[config.mk]
export PLATFORM = sky130hd
export DESIGN_NAME = arbitro_rr
export DESIGN_NICKNAME = d
export VERILOG_FILES = /design/src/rtl/arbitro_pkg.sv /design/src/rtl/arbitro_rr_pick4.sv /design/src/rtl/arbitro_rr.sv
export SDC_FILE = /design/constraint.sdc
export NUM_CORES = 1
export LEC_CHECK = 0
export BUFFER_PORTS_ARGS = -buffer_cell sky130_fd_sc_hd__buf_4
export CAP_MARGIN = 25
export CORE_MARGIN = 2
export CORE_UTILIZATION = 30
export DETAILED_ROUTE_END_ITERATION = 10
export HOLD_SLACK_MARGIN = 0.05
export PLACE_DENSITY = 0.51
export SYNTH_ARGS = -nofsm -noshare
export SYNTH_HDL_FRONTEND = slang
export SYNTH_SLANG_ARGS = --single-unit
[constraint.sdc]
create_clock -name clk -period 2.9 [get_ports clk]
set_clock_uncertainty 0.2 [all_clocks]
set_input_delay 0.435 -clock clk [delete_from_list [all_inputs] [get_ports clk]]
set_output_delay 0.435 -clock clk [all_outputs]
set_load 0.01 [all_outputs]
[src/rtl/arbitro_pkg.sv]
// arbitro_pkg: shared definitions for the round-robin arbiter/sequencer.
//   - one-hot FSM state encoding
//   - default word and counter widths
//   - destination field position, given as offsets from the word MSB
package arbitro_pkg;

  localparam int DATA_W_DEF  = 10;
  localparam int CNT_W_DEF   = 8;
  localparam int NUM_PORTS   = 4;
  // Destination field is [DATA_W-DEST_HI_OFS : DATA_W-DEST_LO_OFS]
  localparam int DEST_HI_OFS = 1;
  localparam int DEST_LO_OFS = 2;

  typedef enum logic [3:0] {
    ST_IDLE = 4'b0001,
    ST_POP  = 4'b0010,
    ST_CAPT = 4'b0100,
    ST_PUSH = 4'b1000
  } state_t;

  function automatic logic [1:0] inc2(input logic [1:0] v);
    return v + 2'd1;
  endfunction

endpackage

[src/rtl/arbitro_rr_pick4.sv]
// rr_pick4: combinational 4-way round-robin picker.
//   i_req[3:0]  request vector (1 = source has data)
//   i_ptr[1:0]  highest-priority index; scan runs upward modulo 4
//   o_gnt_idx   first requesting index found from i_ptr
//   o_any       any request present (o_gnt_idx meaningless when low)
module rr_pick4
  import arbitro_pkg::*;
(
  input  logic [3:0] i_req,
  input  logic [1:0] i_ptr,
  output logic [1:0] o_gnt_idx,
  output logic       o_any
);

  logic       w_found;
  logic [1:0] w_idx;

  always_comb begin
    o_gnt_idx = '0;
    w_found   = 1'b0;
    w_idx     = i_ptr;
    for (int i = 0; i < NUM_PORTS; i++) begin
      w_idx = i_ptr + 2'(i);
      if (!w_found && i_req[w_idx]) begin
        o_gnt_idx = w_idx;
        w_found   = 1'b1;
      end
    end
  end

  assign o_any = |i_req;

endmodule

[src/rtl/arbitro_rr.sv]
// arbitro_rr: round-robin transfer sequencer, input FIFOs 0..3 -> output FIFOs 4..7.
// One word per transfer: POP the granted input, CAPT the word from the demux
// path, PUSH it to the output FIFO named by its top two bits.
//   clk, reset        clock, synchronous active-high reset
//   empty0..3         input FIFO empty flags
//   full4..7          output FIFO full flags (only the destination's is used)
//   dato_inter        word from the demux, valid the cycle after pop
//   pop0..3, push4..7 single-cycle strobes
//   demux             granted source index
//   dato_out          hold register, shared by all output FIFOs
//   busy              FSM not in IDLE
//   cnt4..7           words pushed per output FIFO, wrapping
module arbitro_rr
  import arbitro_pkg::*;
#(
  parameter int DATA_W = DATA_W_DEF,
  parameter int CNT_W  = CNT_W_DEF
) (
  input  logic              clk,
  input  logic              reset,
  input  logic              empty0,
  input  logic              empty1,
  input  logic              empty2,
  input  logic              empty3,
  input  logic              full4,
  input  logic              full5,
  input  logic              full6,
  input  logic              full7,
  input  logic [DATA_W-1:0] dato_inter,
  output logic              pop0,
  output logic              pop1,
  output logic              pop2,
  output logic              pop3,
  output logic              push4,
  output logic              push5,
  output logic              push6,
  output logic              push7,
  output logic [1:0]        demux,
  output logic [DATA_W-1:0] dato_out,
  output logic              busy,
  output logic [CNT_W-1:0]  cnt4,
  output logic [CNT_W-1:0]  cnt5,
  output logic [CNT_W-1:0]  cnt6,
  output logic [CNT_W-1:0]  cnt7
);

  localparam int DEST_HI = DATA_W - DEST_HI_OFS;
  localparam int DEST_LO = DATA_W - DEST_LO_OFS;

  state_t            r_state, w_state_nxt;
  logic [1:0]        r_grant, r_dest, r_rr_ptr;
  logic [DATA_W-1:0] r_hold;
  logic [CNT_W-1:0]  r_cnt [NUM_PORTS];

  logic [3:0] w_req, w_full, w_pop, w_push;
  logic [1:0] w_pick;
  logic       w_any, w_load_grant, w_dest_full;

  assign w_req       = ~{empty3, empty2, empty1, empty0};
  assign w_full      = {full7, full6, full5, full4};
  assign w_dest_full = w_full[r_dest];

  // One picker serves both the IDLE and the PUSH->POP grant decisions;
  // rr_ptr is already advanced in CAPT, so PUSH sees the updated priority.
  rr_pick4 u_pick (
    .i_req     (w_req),
    .i_ptr     (r_rr_ptr),
    .o_gnt_idx (w_pick),
    .o_any     (w_any)
  );

  always_comb begin
    w_state_nxt  = r_state;
    w_pop        = '0;
    w_push       = '0;
    w_load_grant = 1'b0;
    case (r_state)
      ST_IDLE: begin
        if (w_any) begin
          w_load_grant = 1'b1;
          w_state_nxt  = ST_POP;
        end
      end
      ST_POP: begin
        w_pop[r_grant] = 1'b1;
        w_state_nxt    = ST_CAPT;
      end
      ST_CAPT: w_state_nxt = ST_PUSH;
      ST_PUSH: begin
        // A full destination holds the word here; other outputs are irrelevant.
        if (!w_dest_full) begin
          w_push[r_dest] = 1'b1;
          if (w_any) begin
            w_load_grant = 1'b1;
            w_state_nxt  = ST_POP;
          end else begin
            w_state_nxt  = ST_IDLE;
          end
        end
      end
      default: w_state_nxt = ST_IDLE;
    endcase
  end

  always_ff @(posedge clk) begin
    if (reset) begin
      r_state  <= ST_IDLE;
      r_grant  <= '0;
      r_dest   <= '0;
      r_rr_ptr <= '0;
      r_hold   <= '0;
      for (int i = 0; i < NUM_PORTS; i++) r_cnt[i] <= '0;
    end else begin
      r_state <= w_state_nxt;
      if (w_load_grant) r_grant <= w_pick;
      if (r_state == ST_CAPT) begin
        r_hold   <= dato_inter;
        r_dest   <= dato_inter[DEST_HI:DEST_LO];
        r_rr_ptr <= inc2(r_grant);
      end
      for (int i = 0; i < NUM_PORTS; i++)
        if (w_push[i]) r_cnt[i] <= r_cnt[i] + CNT_W'(1);
    end
  end

  assign {pop3, pop2, pop1, pop0}     = w_pop;
  assign {push7, push6, push5, push4} = w_push;
  assign demux    = r_grant;
  assign dato_out = r_hold;
  assign busy     = (r_state != ST_IDLE);
  assign cnt4     = r_cnt[0];
  assign cnt5     = r_cnt[1];
  assign cnt6     = r_cnt[2];
  assign cnt7     = r_cnt[3];

endmodule
# Word level (Yosys, flattened, before mapping)
# Memory sizes are Yosys's and may differ from the RTL's.
# Index checks and enable logic that the tools add are counted.
# classes
n_addsub	8
order_cmp	8
eq_ne	7
mux	49
bitwise	5
reduce_logical	10
# ops
operator	n
8-bit by 1-bit adder with 8-bit output, second input constant	4
8-bit two-way mux	4
1-bit two-way mux	26
4-bit two-way mux	5
2-bit by 3-bit less-than comparator with 1-bit output, second input constant	6
4-bit one-hot mux with 4 select lines	1
1-bit binary-select mux with 2-bit select	5
2-bit two-way mux	5
1-bit logical AND	5
2-bit by 1-bit adder with 2-bit output, second input constant	2
2-bit adder, second input constant	2
1-bit demux with 2-bit select	2
4-bit by 1-bit == test with 1-bit output, second input constant	1
4-bit by 2-bit == test with 1-bit output, second input constant	1
4-bit by 3-bit == test with 1-bit output, second input constant	1
4-bit == test, second input constant	1
2-bit by 1-bit >= comparator with 1-bit output, second input constant	2
4-bit by 1-bit inequality test with 1-bit output, second input constant	1
4-bit NOT	1
1-bit bitwise OR	4
4-bit OR reduction	1
1-bit logical NOT	3
2-bit by 1-bit inequality test with 1-bit output, second input constant	1
2-bit inequality test, second input constant	1
other kinds (2)	2
# totals
register_bits	20
ramBits	32
in_bits	20
output_inout_bits	53
wordCells	93
mem_count	1
# mem_list
name	words	word_bits	rd	rd_clocked_by_memory_dff	wr	line_no	text
r_cnt	4	8	4	0	4	arbitro_rr.sv:53	logic [CNT_W-1:0] r_cnt [NUM_PORTS];

# Logic depth before layout (Yosys ltp)
# depth
ltp_word	13
depth_mapped	6

# Cells and area by module
# A second synthesis with hierarchy kept.
# unflattened
cells_unflattened	251
hier_area_um2	2532.4
# by_module_without_submodules
module	n_inst	cells_per_inst	area_per_inst_um2
arbitro_rr	1	236	2454.9
rr_pick4	1	15	77.6

# Worst setup path before layout
# No wires, ideal clock.
# synth_path
path_type	reg2reg
from	register r_dest[1]
to	memory r_cnt[2][0] in the netlist's numbering, enable pin
setup_ns	0.384
arrival_ns	1.954
slack_ns	0.362
stages_incl_launch_ff	6
path_buffers	1
period_less_slack_ns	2.538
path_cell_list	dfxtp_1 -> clkbuf_1 -> mux4_2 -> nor2b_1 -> nand2_1 -> o21ai_0
# synth_lines
item	line_no	text
start, declared	arbitro_rr.sv:51	logic [1:0] r_grant, r_dest, r_rr_ptr;
start signal, assigned	arbitro_rr.sv:118	r_dest <= dato_inter[DEST_HI:DEST_LO];
end, declared	arbitro_rr.sv:53	

# Final worst setup path
# layout_path
from	register r_dest[0]
to	output port push6
# layout_via
elab_chain_len	6
# layout_lines
item	line_no	text
2-bit by 3-bit less-than comparator with 1-bit output (not written as such) / 2-bit by 1-bit >= comparator with 1-bit output (equally long branches)	arbitro_rr.sv:92	w_push[r_dest] = 1'b1;
1-bit logical AND (not written as such)	arbitro_rr.sv:92	
1-bit two-way mux (not written as such)	arbitro_rr.sv:92	
1-bit demux with 2-bit select	arbitro_rr.sv:92	
4-bit two-way mux *	arbitro_rr.sv:91	if (!w_dest_full) begin
4-bit two-way mux *	arbitro_rr.sv:77	case (r_state)
end, declared	arbitro_rr.sv:36	output logic push6,
# Every way passes the cells marked *; elsewhere a longest branch is shown, timed or not. The select of a mux whose other input is x is not followed.

==> flow_metrics.env <==
export IMPL_placedCellCount=417
export IMPL_pin_count=73
export IMPL_wirelength_mm=5.53
export IMPL_dp_hpwl_mm=4.15
export IMPL_max_slew_margin_pct=48.2
export IMPL_gr_total_overflow=0
export IMPL_std_cell_rows=33
export IMPL_rsz0062_at_grt="false"
export IMPL_fmax_mhz=391
export IMPL_remaining_drc_errors=0
export IMPL_mostFrequentLayoutCells="buf_4 (76), edfxtp_1 (32), nand2_1 (28)"
export IMPL_synth_mux_area_share_pct=0.900
export IMPL_period_needed_ps=2560
export IMPL_max_cap_violations=0
export IMPL_grtUsageTotal_pct=12.6
export IMPL_p_leak_nw=1.30
export IMPL_synth_cell_type_count=38
export IMPL_yosys_warnings=0
export IMPL_drt_antenna_violating_nets=0
export IMPL_routedWlPerCell_um=13.0
export IMPL_die_area_um2=9090
export IMPL_whs_ps=177
export IMPL_synth_compound_area_share_pct=6.15
export IMPL_syn_to_final_growth_pct=30.5
export IMPL_worstPathMaxFanout=5
export IMPL_grt_pass1_wl_mm=8.77
export IMPL_postCtsHoldBufs=0
export IMPL_critical_path_startpoint_type="flop"
export IMPL_cts_setup_buffers=0
export IMPL_seq_area_frac_synth_pct=52.8
export IMPL_portBuffers=72
export IMPL_reg2reg_slack_ps=650
export IMPL_worst_pin_slew_ps=767
export IMPL_grt_pass1_vias=1801
export IMPL_cts_max_path_buffers=2
export IMPL_period_share_pct=88.1
export IMPL_synth_net_count=271
export IMPL_clock_latency_ps=300
export IMPL_dr_pass1_iters=4
export IMPL_syn_cell_area_um2=2500
export IMPL_hold_viol_final=0
export IMPL_layout_cells_non_filler=425
export IMPL_path_clk_slew_ps=90
export IMPL_dieHeight_um=95.3
export IMPL_yosysTopAreaCellShare_pct=38.4
export IMPL_crit_required_ps=2270
export IMPL_ir_drop_v=0.000168
export IMPL_cts_resized=0
export IMPL_gp_congestion=0.717
export IMPL_nFillCells=831
export IMPL_cts_tree="done"
export IMPL_finish_utilization_pct=40.2
export IMPL_clkSinkCount=50
export IMPL_antenna_found_initial=0
export IMPL_die_w_um=95.3
export IMPL_avgSynthCellArea_um2=10.3
export IMPL_synthAdderAreaFrac_pct=4.00
export IMPL_outcome="finished, final reports clean"
export IMPL_drv_slew=0
export IMPL_via_per_inst=4.55
export IMPL_finalNetCount=347
export IMPL_layout_drive_gt1_share_pct=31.3
export IMPL_htreeDepth=2
export IMPL_hold_path_class="input port to flop"
export IMPL_ys_ff_latch=50
export IMPL_grt_max_degree=21
export IMPL_ctsRootBufferMaster="clkbuf_8"
export IMPL_synth_top_family_by_area="simple AND/OR/NAND/NOR gates"
export IMPL_crit_type="flop to output port"
export IMPL_setup_viol=0
export IMPL_layout_commonest_cell="buf_4"
export IMPL_start_util_pct=30.8
export IMPL_vias=1935
export IMPL_numCtsBuffers=5
export IMPL_power_total_mw=1.37
export IMPL_synth_simple_area_share_pct=25.1
export IMPL_arrival_ps=1920
export IMPL_drtIter0Drc=87
export IMPL_fin_tns_setup_ps=0
export IMPL_synth_largest_area_cell="edfxtp_1"
export IMPL_critPathCaptureType="output port"
export IMPL_p_per_area_nw_per_um2=420
export IMPL_antenna_cells=0
export IMPL_fp_coreArea_um2=8130
export IMPL_synth_xor_area_share_pct=8.40
export IMPL_synthCells=243
export IMPL_synthTopCellsByArea="edfxtp_1 (38%), dfxtp_1 (14%), xor2_1 (6.7%), nand2_1 (4.2%), nor2_1 (4.1%)"
## per-stage QoR
step	area (µm²)	worst slack [ps]
3_5_place_dp	3180	510
6_report	3270	345
4_1_cts	3270	310
3_3_place_gp	3180	523
2_1_floorplan	2500	362
5_1_grt	3270	204
## cells in the mapped netlist
library cell	count
nor2_1	27
nand4b_1	2
buf_6	1
a21boi_0	1
xor2_1	19
a21oi_1	14
o21ai_0	2
o31ai_1	1
nand2b_4	1
o211ai_1	2
mux4_2	1
dfxtp_1	18
nor4b_4	1
xnor2_1	5
or2_2	4
nand3_1	18
edfxtp_1	32
nor3b_1	1
nor4b_1	3
inv_1	8
or4_1	1
o22ai_1	1
ha_1	8
nand2_1	28
o221a_2	1
nand4_1	3
nor3_1	1
o21a_1	1
a221o_1	1
and3_1	9
and2_1	7
or4b_2	1
clkbuf_1	6
nand2b_1	3
nor2_2	8
clkinv_1	1
nor2b_1	1
o41ai_1	1
## metal layers
| metal | global-route usage, % | vias to the layer above | share of wire, % |
|---|---|---|---|
| met2 | 19.2 | 55 | 44 |
| met1 | 17.1 | 882 | 49 |
| met3 | 3.79 | 5 | 6.5 |
| met4 | 3.62 | 0 | 0.81 |
| met5 | 0 | - | 0 |
| li1 | - | 993 | - |
## layout make-up
type	count	area [µm²]	share of cell area, %
Timing Repair Buffer	76	571	17.5
Tap cell	105	131	4.02
Inverter	9	33.8	1.03
Multi-Input combinational cell	177	1120	34.3
Clock buffer	8	90.1	2.76
Sequential cell	50	1320	40.4
## path summary, 6_finish.rpt
check,start,end,cells past startpoint
min,dato_inter[7],dato_out[7]$_SDFFE_PP0N_,3
min reg2reg,dato_out[1]$_SDFFE_PP0N_,dato_out[1]$_SDFFE_PP0N_,2
max reg2reg,r_dest[0]$_SDFFE_PP0N_,r_cnt[0][6]$_SDFFCE_PN0P_,4
max,r_dest[0]$_SDFFE_PP0N_,push6,5
## power by group
| part | switching (mW) | internal, mW | total [mW] |
|---|---|---|---|
| Clock | 0.215 | 0.195 | 0.410 |
| Sequential | 0.0321 | 0.779 | 0.811 |
| Combinational | 0.0738 | 0.0781 | 0.152 |
## registers in the layout, indices dropped and copies added (netlist names)
signal    cells
dato_out      8
demux         2
r_cnt        32
r_dest        2
r_rr_ptr      2
r_state       4
## worst max-delay path, stage by stage, from the launching register on
cell and delay (ps):
dfxtp_1 380, mux4_2 570, nor2b_1 280, nand2_1 110, nor2_1 150, buf_4 150
## kinds of logic (layout without fill, tap and decap cells)
logic type,after synthesis,count (layout)
muxes,1,1
xor gates and xnor gates,24,24
and+or+nand+nor,119,119
AOI/OAI and AO/OA,25,25
adders and majority gates,8,8
buffers and inverters,16,93
DFF,50,50
Note: power is estimated with default switching activity, not from simulation.
